--- src/rtl/memory.sv ---
// -----------------------------------------------------------------------------
// memory: single-port word memory with a valid/ready request handshake.
//
// A request is accepted on a rising clk edge where valid=1 and ready=0. ready
// pulses for the one cycle after the accepting edge, so a master that holds
// valid through the ready cycle still gets exactly one operation. Writes update
// the addressed word and leave rdata alone. Reads load rdata, which then holds
// until the next accepted read. Out-of-range addresses (addr >= DEPTH) drop
// writes and read as zero. Reset clears every word, rdata and ready.
//
// Optional feature (define MEM_PARITY_EN): each word carries an even-parity bit
// generated from wdata. par_inj flips the stored bit on a write, and perr
// pulses with ready on a read whose parity does not check.
//
// Parameters:
//   WIDTH       data word width in bits
//   DEPTH       number of storage words
//   ADDR_WIDTH  address width, 2**ADDR_WIDTH >= DEPTH
// Ports:
//   clk      clock, rising edge
//   rst      asynchronous reset, active low
//   addr     word address of the request
//   wdata    write data
//   wr_rd    1 = write, 0 = read
//   valid    request strobe from the master
//   par_inj  (MEM_PARITY_EN only) invert stored parity on this write
//   perr     (MEM_PARITY_EN only) parity error, pulses with ready on a read
//   rdata    registered read data
//   ready    registered completion strobe, one cycle per accepted request
// -----------------------------------------------------------------------------
module memory #(
    parameter int unsigned WIDTH      = 16,
    parameter int unsigned DEPTH      = 32,
    parameter int unsigned ADDR_WIDTH = 5
) (
    input  logic                  clk,
    input  logic                  rst,
    input  logic [ADDR_WIDTH-1:0] addr,
    input  logic [WIDTH-1:0]      wdata,
    input  logic                  wr_rd,
    input  logic                  valid,
`ifdef MEM_PARITY_EN
    input  logic                  par_inj,
    output logic                  perr,
`endif
    output logic [WIDTH-1:0]      rdata,
    output logic                  ready
);

`ifdef MEM_PARITY_EN
    localparam int unsigned WordW = WIDTH + 1;
`else
    localparam int unsigned WordW = WIDTH;
`endif

    logic                 accept;
    logic [WordW-1:0]     wr_word;
    logic [WordW-1:0]     rd_word;
    logic [WordW-1:0]     mem_q [DEPTH];
    logic                 ready_q;
    logic                 ready_d;
    logic [WIDTH-1:0]     rdata_q;
    logic [WIDTH-1:0]     rdata_d;

    // No new request is taken in the ready cycle, so a held valid is one op.
    assign accept = valid & ~ready_q;

    always_comb begin
`ifdef MEM_PARITY_EN
        // Parity bit makes the stored word even; par_inj corrupts it on purpose.
        wr_word = {(^wdata) ^ par_inj, wdata};
`else
        wr_word = wdata;
`endif
    end

    // Decoded read mux: addresses with no matching word fall through to zero.
    always_comb begin
        rd_word = '0;
        for (int unsigned i = 0; i < DEPTH; i++) begin
            if (addr == ADDR_WIDTH'(i)) begin
                rd_word = mem_q[i];
            end
        end
    end

    // Storage; a write to an address >= DEPTH matches no word and is dropped.
    always_ff @(posedge clk or negedge rst) begin
        if (!rst) begin
            for (int unsigned i = 0; i < DEPTH; i++) begin
                mem_q[i] <= '0;
            end
        end else if (accept && wr_rd) begin
            for (int unsigned i = 0; i < DEPTH; i++) begin
                if (addr == ADDR_WIDTH'(i)) begin
                    mem_q[i] <= wr_word;
                end
            end
        end
    end

    always_comb begin
        ready_d = accept;
        rdata_d = rdata_q;
        if (accept && !wr_rd) begin
            rdata_d = rd_word[WIDTH-1:0];
        end
    end

    always_ff @(posedge clk or negedge rst) begin
        if (!rst) begin
            ready_q <= 1'b0;
            rdata_q <= '0;
        end else begin
            ready_q <= ready_d;
            rdata_q <= rdata_d;
        end
    end

`ifdef MEM_PARITY_EN
    logic perr_q;
    logic perr_d;

    // An odd reduction over data plus parity bit means the word fails its check.
    assign perr_d = accept & ~wr_rd & (^rd_word);

    always_ff @(posedge clk or negedge rst) begin
        if (!rst) begin
            perr_q <= 1'b0;
        end else begin
            perr_q <= perr_d;
        end
    end

    assign perr = perr_q;
`endif

    assign ready = ready_q;
    assign rdata = rdata_q;

endmodule

--- config.mk ---
export PLATFORM = sky130hd
export DESIGN_NAME = memory
export DESIGN_NICKNAME = d
export VERILOG_FILES = /design/src/rtl/memory.sv
export SDC_FILE = /design/constraint.sdc
export NUM_CORES = 1
export LEC_CHECK = 0
export CORE_MARGIN = 4
export CORE_UTILIZATION = 60
export DETAILED_ROUTE_END_ITERATION = 6
export GPL_TIMING_DRIVEN = 1
export PLACE_DENSITY = 0.73
export SYNTH_ARGS = -nofsm -noshare
export SYNTH_HDL_FRONTEND = slang
export SYNTH_SLANG_ARGS = --single-unit
--- constraint.sdc ---
create_clock -name clk -period 4 [get_ports clk]
set_clock_uncertainty 0.1 [all_clocks]
set_input_delay 0.4 -clock clk [delete_from_list [all_inputs] [get_ports clk]]
set_output_delay 0.4 -clock clk [all_outputs]
set_load 0.01 [all_outputs]
==> report_table.html, run 1 <==
<table>
<tr><th>Metric</th><th>Value</th></tr>
<tr><th colspan="2">Timing</th></tr>
<tr><td>Worst relative slew slack</td><td>0.121</td></tr>
<tr><td>Final critical-path required period</td><td>just over 3 ns</td></tr>
<tr><td>Max Clk Rate</td><td>between 300 and 400 MHz</td></tr>
<tr><td>Final Max Tran Viols</td><td>0</td></tr>
<tr><td>Worst Tran Pin Value</td><td>approximately 1.3 ns</td></tr>
<tr><td>PnR worst setup slack</td><td>0.963 ns</td></tr>
<tr><td>TNS Setup</td><td>0 ns</td></tr>
<tr><td>Final setup fails</td><td>0</td></tr>
<tr><td>RSZ-0062 raised after global routing</td><td>false</td></tr>
<tr><td>Final hold vios</td><td>0</td></tr>
<tr><td>Portion of the clock cycle consumed by the worst path in the final layout</td><td>0.759</td></tr>
<tr><th colspan="2">Floorplan</th></tr>
<tr><td>Die area</td><td>~47000 um2</td></tr>
<tr><td>Area of the core</td><td>roughly 43000 um2</td></tr>
<tr><td>Effective utilization at floorplan</td><td>0.607</td></tr>
<tr><td>Horizontal extent of the die</td><td>217 um</td></tr>
<tr><td>Site Rows</td><td>76</td></tr>
<tr><td>Overall die height</td><td>217 um</td></tr>
<tr><td>Count of pins on the block boundary</td><td>42</td></tr>
<tr><th colspan="2">Detailed routing</th></tr>
<tr><td>Remaining routing DRC violations</td><td>8</td></tr>
<tr><td>Antenna violation net count after detailed routing</td><td>0</td></tr>
<tr><td>Drt total wl</td><td>between 80000 and 90000 um</td></tr>
<tr><td>1st-pass router iterations</td><td>7</td></tr>
<tr><td>Total number of vias</td><td>20095</td></tr>
<tr><td>Post-DR vias/cell</td><td>between 7 and 8</td></tr>
<tr><td>Final routed wire length divided by cell count</td><td>between 30 and 40 um</td></tr>
<tr><td>Drt initial violations</td><td>2531</td></tr>
<tr><th colspan="2">Global routing</th></tr>
<tr><td>Number of global-route vias before repair</td><td>20592</td></tr>
<tr><td>Pin count of the biggest net entering global routing</td><td>121</td></tr>
<tr><td>Antenna violations before repair</td><td>2</td></tr>
<tr><td>Tot GR Track Use</td><td>0.368</td></tr>
<tr><td>Wire length of the first global-routing pass</td><td>about 130000 um</td></tr>
<tr><td>Leftover overflow at the end of global routing</td><td>0</td></tr>
<tr><th colspan="2">Clock network</th></tr>
<tr><td>Number of buffers added for setup after CTS</td><td>0</td></tr>
<tr><td>Clock transition at the registers of the reported paths</td><td>0.06 ns</td></tr>
<tr><td>Maximum level of the CTS H-tree</td><td>2</td></tr>
<tr><td>Clock tree from TritonCTS</td><td>yes</td></tr>
<tr><td>Clock tree root buffer cell</td><td>clkbuf_16</td></tr>
<tr><td>Number of buffers on the longest clock path</td><td>3</td></tr>
<tr><td>CTS Buf Count</td><td>56</td></tr>
<tr><td>Number of sinks on the clock net</td><td>529</td></tr>
<tr><td>Worst-Skew Late Latency</td><td>0.62 ns</td></tr>
<tr><th colspan="2">Yosys</th></tr>
<tr><td>Number of instances in the synthesized netlist</td><td>roughly 2200</td></tr>
<tr><td>Count of state elements after synthesis</td><td>529</td></tr>
<tr><td>Count of flip-flops with a built-in enable after synthesis</td><td>0</td></tr>
<tr><td>Warning count from the yosys run</td><td>0</td></tr>
<tr><td>Post-synthesis cell type with the largest combined area</td><td>dfrtp_1</td></tr>
<tr><td>Syn Std Cell Area</td><td>26200 um2</td></tr>
<tr><td>Net count after synthesis</td><td>2205</td></tr>
<tr><td>Share of flip-flops with an asynchronous set or reset after synthesis</td><td>1.00</td></tr>
<tr><td>Mean Syn Cell Area</td><td>12.0 um2</td></tr>
<tr><td>Unique masters post-synth</td><td>89</td></tr>
<tr><td>Ranking of synthesized cells by area</td><td>dfrtp_1, mux2_2, mux2_1</td></tr>
<tr><td>Part of the Yosys area used for sequential elements</td><td>0.505</td></tr>
<tr><td>Top-area cell type share of the netlist area</td><td>0.505</td></tr>
<tr><td>Main synth FF type</td><td>dfrtp_1</td></tr>
<tr><th colspan="2">Power</th></tr>
<tr><td>PD cells</td><td>about 450 nW/um2</td></tr>
<tr><td>Switching share of power</td><td>0.267</td></tr>
<tr><td>Share of total power in combinational logic</td><td>0.133</td></tr>
<tr><td>Clock share of power</td><td>0.391</td></tr>
<tr><td>Worst-case vdd ir drop</td><td>0.331 mV</td></tr>
<tr><td>Sequential share of power</td><td>0.476</td></tr>
<tr><td>Int Power</td><td>9.72 mW</td></tr>
<tr><td>Net switching power figure</td><td>3.54 mW</td></tr>
<tr><td>Leak pwr</td><td>13.6 nW</td></tr>
<tr><th colspan="2">Layout</th></tr>
<tr><td>End-of-flow core utilization</td><td>0.678</td></tr>
<tr><td>Final Cell Area</td><td>roughly 30000 um2</td></tr>
<tr><td>Antenna fix cells</td><td>0</td></tr>
<tr><td>Area growth, synth to finish</td><td>11.7%</td></tr>
<tr><td>Total Nets Final</td><td>between 2000 and 2500</td></tr>
<tr><td>Fraction of layout cells with a size suffix above 1</td><td>0.311</td></tr>
<tr><td>Count of fill cells added during filler insertion</td><td>3254</td></tr>
<tr><th colspan="2">Worst setup path</th></tr>
<tr><td>Critical-path cell with the highest stage delay</td><td>nor4b_2</td></tr>
<tr><td>Critical path capture point type</td><td>register</td></tr>
<tr><td>Highest fanout seen on the critical path</td><td>38</td></tr>
<tr><td>Required arrival time at the worst endpoint</td><td>4.37 ns</td></tr>
<tr><td>Crit path buf inv count</td><td>1</td></tr>
<tr><td>Cell chain of the critical path</td><td>buf_2, nor4b_2, o22ai_1, o2111ai_1, nand3_1, a221oi_1, o21ai_1</td></tr>
<tr><td>Cell family with most CP delay</td><td>compound AO/OA/AOI/OAI gates</td></tr>
<tr><td>Longest individual stage delay on the worst path</td><td>roughly 0.85 ns</td></tr>
<tr><td>WP data arrival</td><td>3.41 ns</td></tr>
<tr><td>Crit Path Class</td><td>input pin to register</td></tr>
<tr><td>Element type at the critical path start</td><td>input pin</td></tr>
<tr><th colspan="2">Outcome</th></tr>
<tr><td>Failing checks</td><td>DRC</td></tr>
<tr><td>Status</td><td>finished, violations left</td></tr>
<tr><th colspan="2">Placement</th></tr>
<tr><td>Post-detail-place hpwl</td><td>around 58000 um</td></tr>
<tr><td>Routability congestion estimate</td><td>between 0.9 and 1</td></tr>
<tr><td>Total placed instance area</td><td>27500 um2</td></tr>
<tr><td>Number of buffer cells added on primary ports</td><td>41</td></tr>
<tr><td>Post-Place Worst Slack</td><td>0.594 ns</td></tr>
<tr><th colspan="2">Run</th></tr>
<tr><td>Number of max-cap violations</td><td>0</td></tr>
<tr><th colspan="2">Min path</th></tr>
<tr><td>Worst min-delay path class</td><td>input pin to register</td></tr>
</table>
-- tightest hold or removal path, cell delays in order --
cell	delay (ns)
buf_2	0.35
nand2_1	0.14
o21ai_0	0.07
-- worst paths after layout --
kind,start,endpoint,slack [ns],cells after the start
min in group asynchronous,rst,mem_q[48],0.33,2
setup / recovery,addr[3],rdata[1],0.96,7
setup reg to reg,ready,mem_q[382],1.37,6
max in group asynchronous,rst,mem_q[22],2.27,3
hold reg to reg,mem_q[410],mem_q[410],0.38,1
hold / removal,wdata[4],mem_q[308],0.32,3
-- per-stage QoR --
step | instances | power (mW) | hold WS (ns)
3_3_place_gp | 2740 | 8.04 | 0.359
4_1_cts | 2843 | 13.3 | 0.288
6_report | 2843 | 13.3 | 0.323
3_5_place_dp | 2740 | 8.11 | 0.369
2_1_floorplan | 2180 | 7.34 | 0.00441
5_1_grt | 2843 | 13.7 | 0.337
-- cell usage after synthesis (all sizes together), types with 7 or more instances --
| cell | number |
|---|---|
| o32ai | 11 |
| o21ai | 114 |
| nor2b | 20 |
| mux2 | 527 |
| a211oi | 18 |
| o22a | 7 |
| o211ai | 19 |
| nor2 | 104 |
| o2111ai | 8 |
| dfrtp | 529 |
| o2bb2ai | 9 |
| nand4 | 10 |
| buf | 125 |
| nand3 | 19 |
| or3 | 7 |
| a22o | 7 |
| and3 | 13 |
| o22ai | 39 |
| a21oi | 86 |
| nand2 | 94 |
| o21a | 7 |
| o221ai | 24 |
| mux4 | 10 |
| a31oi | 9 |
| a2bb2oi | 8 |
| inv | 9 |
| a22oi | 13 |
| a221oi | 23 |
| nor3 | 34 |
| clkbuf | 77 |
| nor3b | 9 |
| nand3b | 12 |
| nand2b | 10 |
| mux2i | 52 |
| a21o | 18 |
-- state kept, by name, indices dropped and copies added (netlist names) --
register  count
mem_q       512
rdata        16
ready         1
-- cells in the final DEF (no fill, tap or decap), types with 8 or more instances in the layout --
master	synthesis	routed
clkbuf_8	0	8
clkinv_2	0	12
nor2b_1	20	19
a221oi_1	22	22
o32ai_1	10	10
a21oi_1	85	85
o211ai_1	19	19
mux2_1	109	109
o221ai_1	24	24
clkbuf_1	77	17
nand2_1	94	94
nor2_1	91	90
clkbuf_16	0	58
nand3_1	18	18
mux2_2	418	418
o21ai_1	15	15
nor2_2	13	14
nand4_1	10	10
dfrtp_1	529	529
a31oi_1	9	9
buf_4	27	129
o2111ai_1	8	8
and3_1	13	13
a2bb2oi_1	8	8
o21ai_0	99	99
inv_1	8	8
nor3_1	27	27
o2bb2ai_1	9	9
o22ai_1	39	39
nand2b_1	10	10
a211oi_1	17	17
a22oi_1	13	13
a21o_1	18	18
mux4_2	10	10
buf_2	89	10
nand3b_1	11	11
clkdlybuf4s50_1	0	28
mux2i_1	52	52
-- area by class of cell --
class                   count  area (um2)  area share
flip-flops and latches    529       13200       0.452
repair buffers            178        1490      0.0508
clock inverters            19         190     0.00649
multi-input cells        1440       12000       0.409
clock buffers              83        1630      0.0555
inverters                   9        33.8     0.00115
well taps                 585         732      0.0250
-- layer usage --
| layer | global-route usage | up-vias | wire length, um |
|---|---|---|---|
| li1 | - | 8167 | - |
| met1 | 0.480 | 10152 | 32400 |
| met2 | 0.584 | 1362 | 39900 |
| met3 | 0.0758 | 412 | 8460 |
| met4 | 0.199 | 2 | 5920 |
| met5 | 0 | - | 10 |
-- power by group through the flow --
stage	registers [mW]	logic, mW	clock network (mW)
2_1_floorplan	6.26	1.08	0
3_3_place_gp	6.36	1.68	0
3_5_place_dp	6.39	1.72	0
4_1_cts	6.30	1.73	5.22
5_1_grt	6.37	1.88	5.45
6_report	6.31	1.76	5.19
-- cells by family (layout without fill, tap and decap cells) --
kind of cell / Yosys count / count (layout) / share of synthesized area
mux: 589 / 589 / 0.255
flops: 529 / 529 / 0.505
compound gates: 478 / 478 / 0.125
simple gates: 372 / 372 / 0.0767
xor+xnor: 1 / 1 / 0.000334
buf+inv: 211 / 289 / 0.0389
-- timing repair --
action / in CTS / in global routing
resized for setup: 0 / 0
endpoints found under the hold margin: 84 / 0
hold buffers: 1 / 0
(Power assumes the default switching activity.)
==> run 2, diff against run 1 <==
==> constraint.sdc (replaced) <==
create_clock -name clk -period 3 [get_ports clk]
set_clock_uncertainty 0.1 [all_clocks]
set_input_delay 0.3 -clock clk [delete_from_list [all_inputs] [get_ports clk]]
set_output_delay 0.3 -clock clk [all_outputs]
set_load 0.01 [all_outputs]
==> report_table.html, run 2 (same netlist as run 1, synthesis figures left out) <==
<table>
<tr><th>Metric</th><th>Value</th></tr>
<tr><th colspan="2">Floorplan</th></tr>
<tr><td>Site Rows</td><td>76 (unchanged)</td></tr>
<tr><td>Area of the core</td><td>43200 um2 (unchanged)</td></tr>
<tr><td>Count of pins on the block boundary</td><td>42 (unchanged)</td></tr>
<tr><td>Horizontal extent of the die</td><td>217 um (unchanged)</td></tr>
<tr><td>Die area</td><td>47100 um2 (unchanged)</td></tr>
<tr><td>Overall die height</td><td>217 um (unchanged)</td></tr>
<tr><td>Effective utilization at floorplan</td><td>0.607 (unchanged)</td></tr>
<tr><th colspan="2">Clock network</th></tr>
<tr><td>Worst-Skew Late Latency</td><td>0.63 ns (was 0.62 ns)</td></tr>
<tr><td>Resized Gates After CTS</td><td>0 (unchanged)</td></tr>
<tr><td>Total of hold buffers inserted after clock tree synthesis</td><td>1 (unchanged)</td></tr>
<tr><td>Clock tree from TritonCTS</td><td>yes (unchanged)</td></tr>
<tr><td>Number of buffers added for setup after CTS</td><td>0 (unchanged)</td></tr>
<tr><td>CTS Buf Count</td><td>56 (unchanged)</td></tr>
<tr><td>Number of sinks on the clock net</td><td>529 (unchanged)</td></tr>
<tr><td>Maximum level of the CTS H-tree</td><td>2 (unchanged)</td></tr>
<tr><td>Clock tree root buffer cell</td><td>clkbuf_16 (unchanged)</td></tr>
<tr><td>Clock transition at the registers of the reported paths</td><td>0.06 ns (about the same)</td></tr>
<tr><td>Number of buffers on the longest clock path</td><td>3 (unchanged)</td></tr>
<tr><th colspan="2">Global routing</th></tr>
<tr><td>Wire length of the first global-routing pass</td><td>135000 um (was 131000 um)</td></tr>
<tr><td>Antenna violations before repair</td><td>1 (was 2)</td></tr>
<tr><td>Number of global-route vias before repair</td><td>21036 (was 20592)</td></tr>
<tr><td>Leftover overflow at the end of global routing</td><td>0 (unchanged)</td></tr>
<tr><td>Tot GR Track Use</td><td>0.379 (was 0.368)</td></tr>
<tr><td>Pin count of the biggest net entering global routing</td><td>86 (was 121)</td></tr>
<tr><th colspan="2">Layout</th></tr>
<tr><td>Area growth, synth to finish</td><td>15.6% (was 11.7%)</td></tr>
<tr><td>Fraction of layout cells with a size suffix above 1</td><td>0.336 (was 0.311)</td></tr>
<tr><td>Count of fill cells added during filler insertion</td><td>3138 (was 3254)</td></tr>
<tr><td>Antenna fix cells</td><td>0 (unchanged)</td></tr>
<tr><td>Number of flip-flops in the largest register</td><td>512 (unchanged)</td></tr>
<tr><td>Leading cell types in the layout, fill and taps excluded</td><td>dfrtp_1, mux2_2, buf_4 (unchanged)</td></tr>
<tr><td>Total Nets Final</td><td>2324 (was 2239)</td></tr>
<tr><td>Area taken by flip-flops and latches</td><td>13200 um2 (unchanged)</td></tr>
<tr><td>Most common cell after layout, fill and taps aside</td><td>dfrtp_1 (unchanged)</td></tr>
<tr><td>Number of non-filler instances in the completed layout</td><td>2932 (was 2843)</td></tr>
<tr><td>Top reg by flops</td><td>mem_q (unchanged)</td></tr>
<tr><td>Final Cell Area</td><td>30300 um2 (was 29300 um2)</td></tr>
<tr><td>Combined area of the multi-input logic cells</td><td>12000 um2 (unchanged)</td></tr>
<tr><td>End-of-flow core utilization</td><td>0.702 (was 0.678)</td></tr>
<tr><th colspan="2">Detailed routing</th></tr>
<tr><td>Final routed wire length divided by cell count</td><td>30.1 um (was 30.5 um)</td></tr>
<tr><td>Remaining routing DRC violations</td><td>3 (was 8)</td></tr>
<tr><td>Drt initial violations</td><td>2610 (was 2531)</td></tr>
<tr><td>Total number of vias</td><td>20398 (was 20095)</td></tr>
<tr><td>1st-pass router iterations</td><td>7 (unchanged)</td></tr>
<tr><td>Post-DR vias/cell</td><td>6.96 (was 7.07)</td></tr>
<tr><td>Drt total wl</td><td>88400 um (was 86600 um)</td></tr>
<tr><td>Antenna violation net count after detailed routing</td><td>0 (unchanged)</td></tr>
<tr><th colspan="2">Placement</th></tr>
<tr><td>Total instance count after detailed placement</td><td>2825 (was 2740)</td></tr>
<tr><td>Routability congestion estimate</td><td>0.990 (was 0.978)</td></tr>
<tr><td>Post-detail-place hpwl</td><td>60300 um (was 57500 um)</td></tr>
<tr><td>Total placed instance area</td><td>28400 um2 (was 27500 um2)</td></tr>
<tr><td>Post-Place Worst Slack</td><td>0.282 ns (was 0.594 ns)</td></tr>
<tr><td>Number of buffer cells added on primary ports</td><td>41 (unchanged)</td></tr>
<tr><th colspan="2">Timing</th></tr>
<tr><td>Worst relative slew slack</td><td>0.293 (was 0.121)</td></tr>
<tr><td>Max Clk Rate</td><td>420 MHz</td></tr>
<tr><td>Worst Tran Pin Value</td><td>1.03 ns (was 1.31 ns)</td></tr>
<tr><td>Final critical-path required period</td><td>2.38 ns</td></tr>
<tr><td>Final setup fails</td><td>0 (unchanged)</td></tr>
<tr><td>Final hold slack</td><td>0.227 ns (was 0.323 ns)</td></tr>
<tr><td>TNS Setup</td><td>0 ns (unchanged)</td></tr>
<tr><td>PnR worst setup slack</td><td>0.621 ns (was 0.963 ns)</td></tr>
<tr><td>RSZ-0062 raised after global routing</td><td>false (unchanged)</td></tr>
<tr><td>Portion of the clock cycle consumed by the worst path in the final layout</td><td>0.793</td></tr>
<tr><td>Final hold vios</td><td>0 (unchanged)</td></tr>
<tr><td>Final Max Tran Viols</td><td>0 (unchanged)</td></tr>
<tr><th colspan="2">Worst setup path</th></tr>
<tr><td>Element type at the critical path start</td><td>register (was input pin)</td></tr>
<tr><td>Longest individual stage delay on the worst path</td><td>0.67 ns (was 0.85 ns)</td></tr>
<tr><td>Required arrival time at the worst endpoint</td><td>3.47 ns (was 4.37 ns)</td></tr>
<tr><td>Crit Path Class</td><td>register to register (was input pin to register)</td></tr>
<tr><td>Worst R2R End</td><td>rdata[9] (was mem_q[382])</td></tr>
<tr><td>Cell count of the worst reg-to-reg path</td><td>5 (was 6)</td></tr>
<tr><td>Worst R2R Setup Slack</td><td>0.62 ns (was 1.37 ns)</td></tr>
<tr><td>Crit Reg-Reg Startpoint</td><td>ready (unchanged)</td></tr>
<tr><td>WP data arrival</td><td>2.85 ns (was 3.41 ns)</td></tr>
<tr><td>Cell chain of the critical path</td><td>or3b_2, buf_4, a211o_1, nor3_1, a21o_1 (was buf_2, nor4b_2, o22ai_1, o2111ai_1, nand3_1, a221oi_1, o21ai_1)</td></tr>
<tr><td>Critical path capture point type</td><td>register (unchanged)</td></tr>
<tr><td>Critical-path cell with the highest stage delay</td><td>or3b_2 (was nor4b_2)</td></tr>
<tr><td>Highest fanout seen on the critical path</td><td>13 (was 38)</td></tr>
<tr><th colspan="2">Power</th></tr>
<tr><td>PD cells</td><td>596 nW/um2 (was 453 nW/um2)</td></tr>
<tr><td>Leak pwr</td><td>14.2 nW (was 13.6 nW)</td></tr>
<tr><td>Worst-case vdd ir drop</td><td>0.621 mV (was 0.331 mV)</td></tr>
<tr><td>Total Power Consumption</td><td>18.1 mW (was 13.3 mW)</td></tr>
<tr><th colspan="2">Run</th></tr>
<tr><td>Number of max-cap violations</td><td>0 (unchanged)</td></tr>
<tr><th colspan="2">Min path</th></tr>
<tr><td>Worst min-delay path class</td><td>input pin to async pin (was input pin to register)</td></tr>
<tr><th colspan="2">Outcome</th></tr>
<tr><td>Failing checks</td><td>DRC (unchanged)</td></tr>
<tr><td>Status</td><td>finished, violations left (unchanged)</td></tr>
</table>
run 2: cell count changes in the layout (fill, tap and decap cells not counted), moves of 2 or more:
cell | previous run | this run
inv_6 | 0 | 3
buf_4 | 129 | 192
clkbuf_8 | 8 | 11
clkdlybuf4s50_1 | 28 | 35
clkbuf_1 | 17 | 13
buf_2 | 10 | 3
buf_12 | 7 | 29
bufinv_16 | 3 | 5
run 2: per-layer routing:
layer,GRT usage,vias up,part of all wire
li1,-,8372,-
met1,0.489,10461,0.38
met2,0.603,1200,0.46
met3,0.0843,363,0.096
met4,0.203,2,0.067
met5,0,-,0.00015
run 2: cell type report:
cell class                 instances  share of cell area
clock buffer                      81              0.0537
clock inverter                    25             0.00900
inverter                           9             0.00111
multi-input combinational       1440               0.395
sequential                       529               0.437
tap                              585              0.0241
timing repair buffer             263              0.0803
run 2: critical path: cells and delay by family, from the launching register on:
| family | cells | cell delay, ns |
|---|---|---|
| flip-flops | 1 | 0.41 |
| AO/OA/AOI/OAI | 2 | 0.45 |
| AND/OR/NAND/NOR | 2 | 1.09 |
| buffers and inverters | 1 | 0.28 |
run 2: worst max-delay path by stage:
stage               startpoint   endpoint  cells past startpoint
floorplan                ready  mem_q[10]                      6
global placement       addr[0]  rdata[12]                      9
detailed placement     addr[0]  rdata[12]                      9
CTS                      ready   rdata[9]                      5
global route             ready  rdata[12]                      7
finish                   ready   rdata[9]                      5
run 2: report_power, final:
part	leakage (nW)	switching, mW	internal, mW
clock network	0.937	2.98	4.20
logic	6.15	1.34	1.14
registers	7.10	0.492	7.92
